File: src/rtl/fwd_hazard_ctrl_if.sv
// fwd_hazard_ctrl_if: decode/memory-side inputs and forwarding/stall outputs of the hazard controller
interface fwd_hazard_ctrl_if #(
  parameter int REG_ADDR_W = 5,
  parameter int CNT_W = 16
);
  logic                  dec_valid;
  logic [REG_ADDR_W-1:0] dec_rs1;
  logic [REG_ADDR_W-1:0] dec_rs2;
  logic                  dec_use_rs1;
  logic                  dec_use_rs2;
  logic [REG_ADDR_W-1:0] dec_rd;
  logic                  dec_reg_write;
  logic                  dec_is_load;
  logic                  flush;
  logic                  mem_ready;
  logic [1:0]            fwd_a_sel;
  logic [1:0]            fwd_b_sel;
  logic                  hold_front;
  logic                  idex_bubble;
  logic                  pipe_freeze;
  logic [1:0]            ctrl_state;
  logic [CNT_W-1:0]      stall_cycles;
  modport master (
    output dec_valid, dec_rs1, dec_rs2, dec_use_rs1, dec_use_rs2, dec_rd,
           dec_reg_write, dec_is_load, flush, mem_ready,
    input  fwd_a_sel, fwd_b_sel, hold_front, idex_bubble, pipe_freeze,
           ctrl_state, stall_cycles
  );
  modport slave (
    input  dec_valid, dec_rs1, dec_rs2, dec_use_rs1, dec_use_rs2, dec_rd,
           dec_reg_write, dec_is_load, flush, mem_ready,
    output fwd_a_sel, fwd_b_sel, hold_front, idex_bubble, pipe_freeze,
           ctrl_state, stall_cycles
  );
endinterface

File: src/rtl/fwd_hazard_ctrl.sv
// fwd_hazard_ctrl: EX/MEM shadow scoreboard driving operand forwarding selects,
// load-use bubbles, data-memory wait freezes and branch flushes for a 5-stage RV32I pipe.
module fwd_hazard_ctrl #(
  parameter int REG_ADDR_W = 5,
  parameter int CNT_W = 16
) (
  input logic clk,
  input logic rst_n,
  fwd_hazard_ctrl_if.slave bus
);
  typedef struct packed {
    logic                  v;
    logic [REG_ADDR_W-1:0] rd;
    logic                  we;
    logic                  ld;
  } slot_t;
  typedef enum logic [1:0] {RUN = 2'd0, LDSTALL = 2'd1, MWAIT = 2'd2} state_t;
  slot_t            ex_q;
  slot_t            mem_q;
  slot_t            dec_s;
  logic [1:0]       sel_a_q;
  logic [1:0]       sel_b_q;
  logic [CNT_W-1:0] cnt_q;
  state_t           state_q;
  state_t           state_c;
  logic             freeze;
  logic             luh;
  logic             squash;
  function automatic logic writes(slot_t s, logic [REG_ADDR_W-1:0] r);
    return s.v & s.we & (s.rd == r) & (|s.rd);
  endfunction
  // EX holds the younger producer, so it is checked first
  function automatic logic [1:0] sel_for(slot_t ex, slot_t mem, logic use_r, logic [REG_ADDR_W-1:0] r);
    return !use_r ? 2'b00 : writes(ex, r) ? 2'b10 : writes(mem, r) ? 2'b01 : 2'b00;
  endfunction
  assign dec_s = '{v: bus.dec_valid, rd: bus.dec_rd, we: bus.dec_reg_write, ld: bus.dec_is_load};
  assign freeze = mem_q.v & mem_q.ld & ~bus.mem_ready;
  assign luh = bus.dec_valid & ~bus.flush & ex_q.ld &
               ((bus.dec_use_rs1 & writes(ex_q, bus.dec_rs1)) |
                (bus.dec_use_rs2 & writes(ex_q, bus.dec_rs2)));
  assign squash = bus.flush | luh;
  always_comb state_c = freeze ? MWAIT : luh ? LDSTALL : RUN;
  assign bus.pipe_freeze  = freeze;
  assign bus.hold_front   = freeze | luh;
  assign bus.idex_bubble  = ~freeze & squash;
  assign bus.ctrl_state   = state_c;
  assign bus.fwd_a_sel    = sel_a_q;
  assign bus.fwd_b_sel    = sel_b_q;
  assign bus.stall_cycles = cnt_q;
  always_ff @(posedge clk) begin
    if (!rst_n) begin
      ex_q    <= '0;
      mem_q   <= '0;
      sel_a_q <= 2'b00;
      sel_b_q <= 2'b00;
      cnt_q   <= '0;
      state_q <= RUN;
    end else begin
      state_q <= state_c;
      if ((freeze | luh) && !(&cnt_q)) cnt_q <= cnt_q + CNT_W'(1);
      if (!freeze) begin
        mem_q   <= ex_q;
        ex_q    <= squash ? '0 : dec_s;
        sel_a_q <= squash ? 2'b00 : sel_for(ex_q, mem_q, bus.dec_use_rs1, bus.dec_rs1);
        sel_b_q <= squash ? 2'b00 : sel_for(ex_q, mem_q, bus.dec_use_rs2, bus.dec_rs2);
      end
    end
  end
  // after a bubble the load sits in MEM, so a back-to-back load-use stall is impossible
  always_ff @(posedge clk) begin
    if (rst_n && state_q == LDSTALL && !freeze) assert (!luh);
  end
endmodule

File: src/flat_wrapper.sv
// flat-port wrapper written by rule: the top's interface ports become plain ports
module fwd_hazard_ctrl_flat 
#(
  parameter int REG_ADDR_W = 5,
  parameter int CNT_W = 16
)
  (clk, rst_n, bus_dec_valid, bus_dec_rs1, bus_dec_rs2, bus_dec_use_rs1, bus_dec_use_rs2, bus_dec_rd, bus_dec_reg_write, bus_dec_is_load, bus_flush, bus_mem_ready, bus_fwd_a_sel, bus_fwd_b_sel, bus_hold_front, bus_idex_bubble, bus_pipe_freeze, bus_ctrl_state, bus_stall_cycles);
  fwd_hazard_ctrl_if #(.REG_ADDR_W(REG_ADDR_W), .CNT_W(CNT_W)) bus_i ();
  input logic clk;
  input logic rst_n;
  input wire logic [$bits(bus_i.dec_valid)-1:0] bus_dec_valid;
  input wire logic [$bits(bus_i.dec_rs1)-1:0] bus_dec_rs1;
  input wire logic [$bits(bus_i.dec_rs2)-1:0] bus_dec_rs2;
  input wire logic [$bits(bus_i.dec_use_rs1)-1:0] bus_dec_use_rs1;
  input wire logic [$bits(bus_i.dec_use_rs2)-1:0] bus_dec_use_rs2;
  input wire logic [$bits(bus_i.dec_rd)-1:0] bus_dec_rd;
  input wire logic [$bits(bus_i.dec_reg_write)-1:0] bus_dec_reg_write;
  input wire logic [$bits(bus_i.dec_is_load)-1:0] bus_dec_is_load;
  input wire logic [$bits(bus_i.flush)-1:0] bus_flush;
  input wire logic [$bits(bus_i.mem_ready)-1:0] bus_mem_ready;
  output wire logic [$bits(bus_i.fwd_a_sel)-1:0] bus_fwd_a_sel;
  output wire logic [$bits(bus_i.fwd_b_sel)-1:0] bus_fwd_b_sel;
  output wire logic [$bits(bus_i.hold_front)-1:0] bus_hold_front;
  output wire logic [$bits(bus_i.idex_bubble)-1:0] bus_idex_bubble;
  output wire logic [$bits(bus_i.pipe_freeze)-1:0] bus_pipe_freeze;
  output wire logic [$bits(bus_i.ctrl_state)-1:0] bus_ctrl_state;
  output wire logic [$bits(bus_i.stall_cycles)-1:0] bus_stall_cycles;
  assign bus_i.dec_valid = bus_dec_valid;
  assign bus_i.dec_rs1 = bus_dec_rs1;
  assign bus_i.dec_rs2 = bus_dec_rs2;
  assign bus_i.dec_use_rs1 = bus_dec_use_rs1;
  assign bus_i.dec_use_rs2 = bus_dec_use_rs2;
  assign bus_i.dec_rd = bus_dec_rd;
  assign bus_i.dec_reg_write = bus_dec_reg_write;
  assign bus_i.dec_is_load = bus_dec_is_load;
  assign bus_i.flush = bus_flush;
  assign bus_i.mem_ready = bus_mem_ready;
  assign bus_fwd_a_sel = bus_i.fwd_a_sel;
  assign bus_fwd_b_sel = bus_i.fwd_b_sel;
  assign bus_hold_front = bus_i.hold_front;
  assign bus_idex_bubble = bus_i.idex_bubble;
  assign bus_pipe_freeze = bus_i.pipe_freeze;
  assign bus_ctrl_state = bus_i.ctrl_state;
  assign bus_stall_cycles = bus_i.stall_cycles;
  fwd_hazard_ctrl #(.REG_ADDR_W(REG_ADDR_W), .CNT_W(CNT_W)) u_core (.clk(clk), .rst_n(rst_n), .bus(bus_i));
endmodule
File: config.mk
export PLATFORM = sky130hd
export DESIGN_NAME = fwd_hazard_ctrl_flat
export DESIGN_NICKNAME = d
export VERILOG_FILES = /design/src/rtl/fwd_hazard_ctrl_if.sv /design/src/rtl/fwd_hazard_ctrl.sv /design/src/flat_wrapper.sv
export SDC_FILE = /design/constraint.sdc
export NUM_CORES = 1
export LEC_CHECK = 0
export CAP_MARGIN = 5
export CORE_MARGIN = 2
export CORE_UTILIZATION = 44
export DETAILED_ROUTE_END_ITERATION = 10
export DONT_BUFFER_PORTS = 1
export GPL_ROUTABILITY_DRIVEN = 1
export GPL_TIMING_DRIVEN = 0
export SETUP_SLACK_MARGIN = 0.1
export SYNTH_ARGS = -nofsm -noshare
export SYNTH_HDL_FRONTEND = slang
export SYNTH_SLANG_ARGS = --single-unit
File: constraint.sdc
create_clock -name clk -period 2.7 [get_ports clk]
set_input_delay 0.27 -clock clk [delete_from_list [all_inputs] [get_ports clk]]
set_output_delay 0.27 -clock clk [all_outputs]
set_load 0.1 [all_outputs]
==> metrics.md <==
| Metric | Value |
|---|---|
| Hold/Removal Path Class | `input pin to flip-flop` |
| Routed vias/inst | `5.82` |
| Initial core utilization | `0.463` |
| CTS Buf Count | `5` |
| Most frequent cells after synthesis | `44 x nand2_1, 36 x dfxtp_1, 14 x mux2i_1, 13 x nand2b_1, 13 x nand3_1` |
| DRT iter0 DRCs | `123` |
| Synth unique cells | `42` |
| Sink Count | `36` |
| Peak supply drop | `0.253 mV` |
| Sequential element share of the synthesized area | `0.353` |
| RSZ-0062 raised after global routing | `true` |
| Root Driver | `clkbuf_8` |
| Number of global-route vias before repair | `1,626` |
| Placed inst area | `2150 sq um` |
| CTS max path bufs | `2` |
| Slew @ Worst Pin | `1.14 ns` |
| Final setup vio count | `0` |
| Area contributors post-synth | `dfxtp_1 35%, nand2_1 8.1%, mux2i_1 6.9%` |
| Clock edge transition at the registers on the reported setup and hold paths | `0.09 ns` |
| Clock skew | `0.0108 ns` |
| DRC | `0` |
| Mapped cell area | `2040 sq um` |
| Synth Net Count | `254` |
| Post-Synthesis Cells | `229` |
| Largest net degree at the start of global routing | `14` |
| Final hold vios | `0` |
| Die Ht | `72.2 um` |
| Max cap viols | `0` |
| Fmax | `379 MHz` |
| Fin util | `0.537` |
| Hold_buf cts | `0` |
| # IOs | `49` |
| Setup crit start kind | `flip-flop` |
| Critical path class | `flip-flop to output pin` |
| Layout cells sized above 1 | `0.232` |
| Area grow syn2layout | `16.0%` |
| Net count, final | `265` |
| Leak Pwr | `0.807 nW` |
| CP required | `2.43 ns` |
| Setup Total Neg Slack | `0 ns` |
| Hold wc startpoint | `bus_dec_rd[2]` |
| Relative slew margins | `0.237` |
| Fin crit share | `0.977` |
| Number of synthesized flops with an enable pin | `0` |
| Pre-antenna DRT Iters | `4` |
| Status | `finished, final reports clean` |
| Power Dens Cells | `435 nW/um^2` |
| Post-synth top area share | `0.353` |
| H-tree levels | `2` |
| Ys async rst share | `0` |
| Ys Warns | `0` |
| Filler Cell Count | `426` |
| #FFs+latches synth | `36` |
| Core box area | `4410 sq um` |
| Chip width | `72.2 um` |
| Ys flop type | `dfxtp_1` |
| Syn_area_per_cell | `8.93 sq um` |
| Port buffer count | `0` |
| CP max-delay cell | `a21oi_4` |
| DP Wirelength | `3600 um` |
| Min Tclk post-route | `2.64 ns` |
| Reg-to-Reg Start | `u_core.bus.stall_cycles[13]$_SDFFE_PN0P_` |
| Final Max Tran Viols | `0` |
| Routed via count | `1,704` |
| Crit path largest cell delay | `0.57 ns` |
| Post-route ant nets | `0` |
| Final instance area | `2370 sq um` |
| Setup crit end kind | `output pin` |
| Routed len/inst | `17.1 um` |
| Critical path arrival | `2.37 ns` |
| Total track usage | `0.212` |
| Die ar. | `5210 sq um` |
| Worst Setup SP | `u_core.ex_q[2]$_SDFFE_PN0N_` |
| GPL Wtd Cong | `0.845` |
| GR Overflow Total | `0` |
| Clock Latency Late Sink | `0.30 ns` |
| Post-synth top area cell | `dfxtp_1` |
| Initial antenna violation count | `0` |
| FP Rows | `24` |
| Final wirelength | `5000 um` |
| Worst path cell trace | `xnor2_2 -> nand2_1 -> or4_4 -> a21o_1 -> buf_6 -> a21oi_4` |
| Critical path peak fanout | `5` |
| CTS tree | `done` |
| Count leader, synth | `nand2_1` |
| # diodes | `0` |
| First-pass GRT wire length | `8490 um` |
==> layout by cell type, fill, tap and decap left out, drive strengths merged, types with 4 or more instances in the layout <==
master and count:
xnor2 10, a22o 10, nor2 4, buf 12, and2 4, nand3 13
dfxtp 36, a21boi 6, nand2b 13, nand2 44, mux2i 14, nor4 4
xor2 10, a21oi 6, a211oi 8, clkbuf 10
==> kinds of logic after synthesis <==
family / synth area share
simple gates: 0.248
compound gates: 0.201
flops: 0.353
xor+xnor: 0.0857
buf+inv: 0.0386
mux: 0.0685
fa+ha+maj: 0.00612
==> final cells by class <==
class	count	area (sq um)	area share
timing repair buffer	6	45.0	0.0190
inverter	3	11.3	0.00475
multi-input combinational	177	1340	0.566
tap	52	65.1	0.0274
buffer	11	57.6	0.0243
sequential	36	757	0.319
clock inverter	3	23.8	0.0100
clock buffer	5	68.8	0.0290
==> through the flow <==
| step | setup slack (ns) | cells | power (W) | hold slack [ns] |
|---|---|---|---|---|
| floorplan | 0.112 | 229 | 0.000616 | 0.396 |
| CTS | -0.0392 | 295 | 0.00104 | 0.0857 |
| global placement | -0.121 | 281 | 0.000629 | 0.397 |
| global route | 0.00212 | 293 | 0.00107 | 0.0836 |
| finish | 0.0623 | 293 | 0.00103 | 0.0910 |
| detailed placement | -0.174 | 281 | 0.000630 | 0.400 |
==> what timing repair did <==
item | in CTS | in global routing
endpoints found under the setup margin | 15 | 6
pin swaps | 10 | 10
resized for setup | 25 | 6
buffers inserted | 6 | 0
hold endpoints to repair | 0 | 0
==> per-layer routing <==
layer	track usage	wire length [um]
met1	0.326	2530
met5	0	0
met4	0.0503	44
met2	0.286	2100
met3	0.0639	321
==> sequential cells by signal, summed over array words and instances (netlist names) <==
signal	cells
u_core.bus.fwd_b_sel	2
u_core.ex_q	8
u_core.bus.stall_cycles	16
u_core.mem_q	8
u_core.bus.fwd_a_sel	2
==> critical path: cells and delay by family (launching register included) <==
kind            cells  cell delay [ns]
compound gates      2             0.77
xor+xnor            1             0.15
buf+inv             1             0.13
flops               1             0.38
simple gates        2             0.62
==> power by group <==
group	internal [W]	leakage, nW	switching, W
clock	0.000183	0.0404	0.000224
sequential	0.000534	0.301	0.0000131
combinational	0.0000373	0.466	0.0000409
==> final timing paths <==
check | endpoint | slack [ns] | cells past startpoint
max | bus_idex_bubble | 0.06 | 6
max reg2reg | u_core.bus.stall_cycles[3]$_SDFFE_PN0P_ | 0.24 | 5
min reg2reg | u_core.mem_q[1]$_SDFFE_PN0N_ | 0.48 | 2
min | u_core.ex_q[4]$_SDFFE_PN0N_ | 0.09 | 1
No activity file was read; power rests on OpenSTA's default activity.
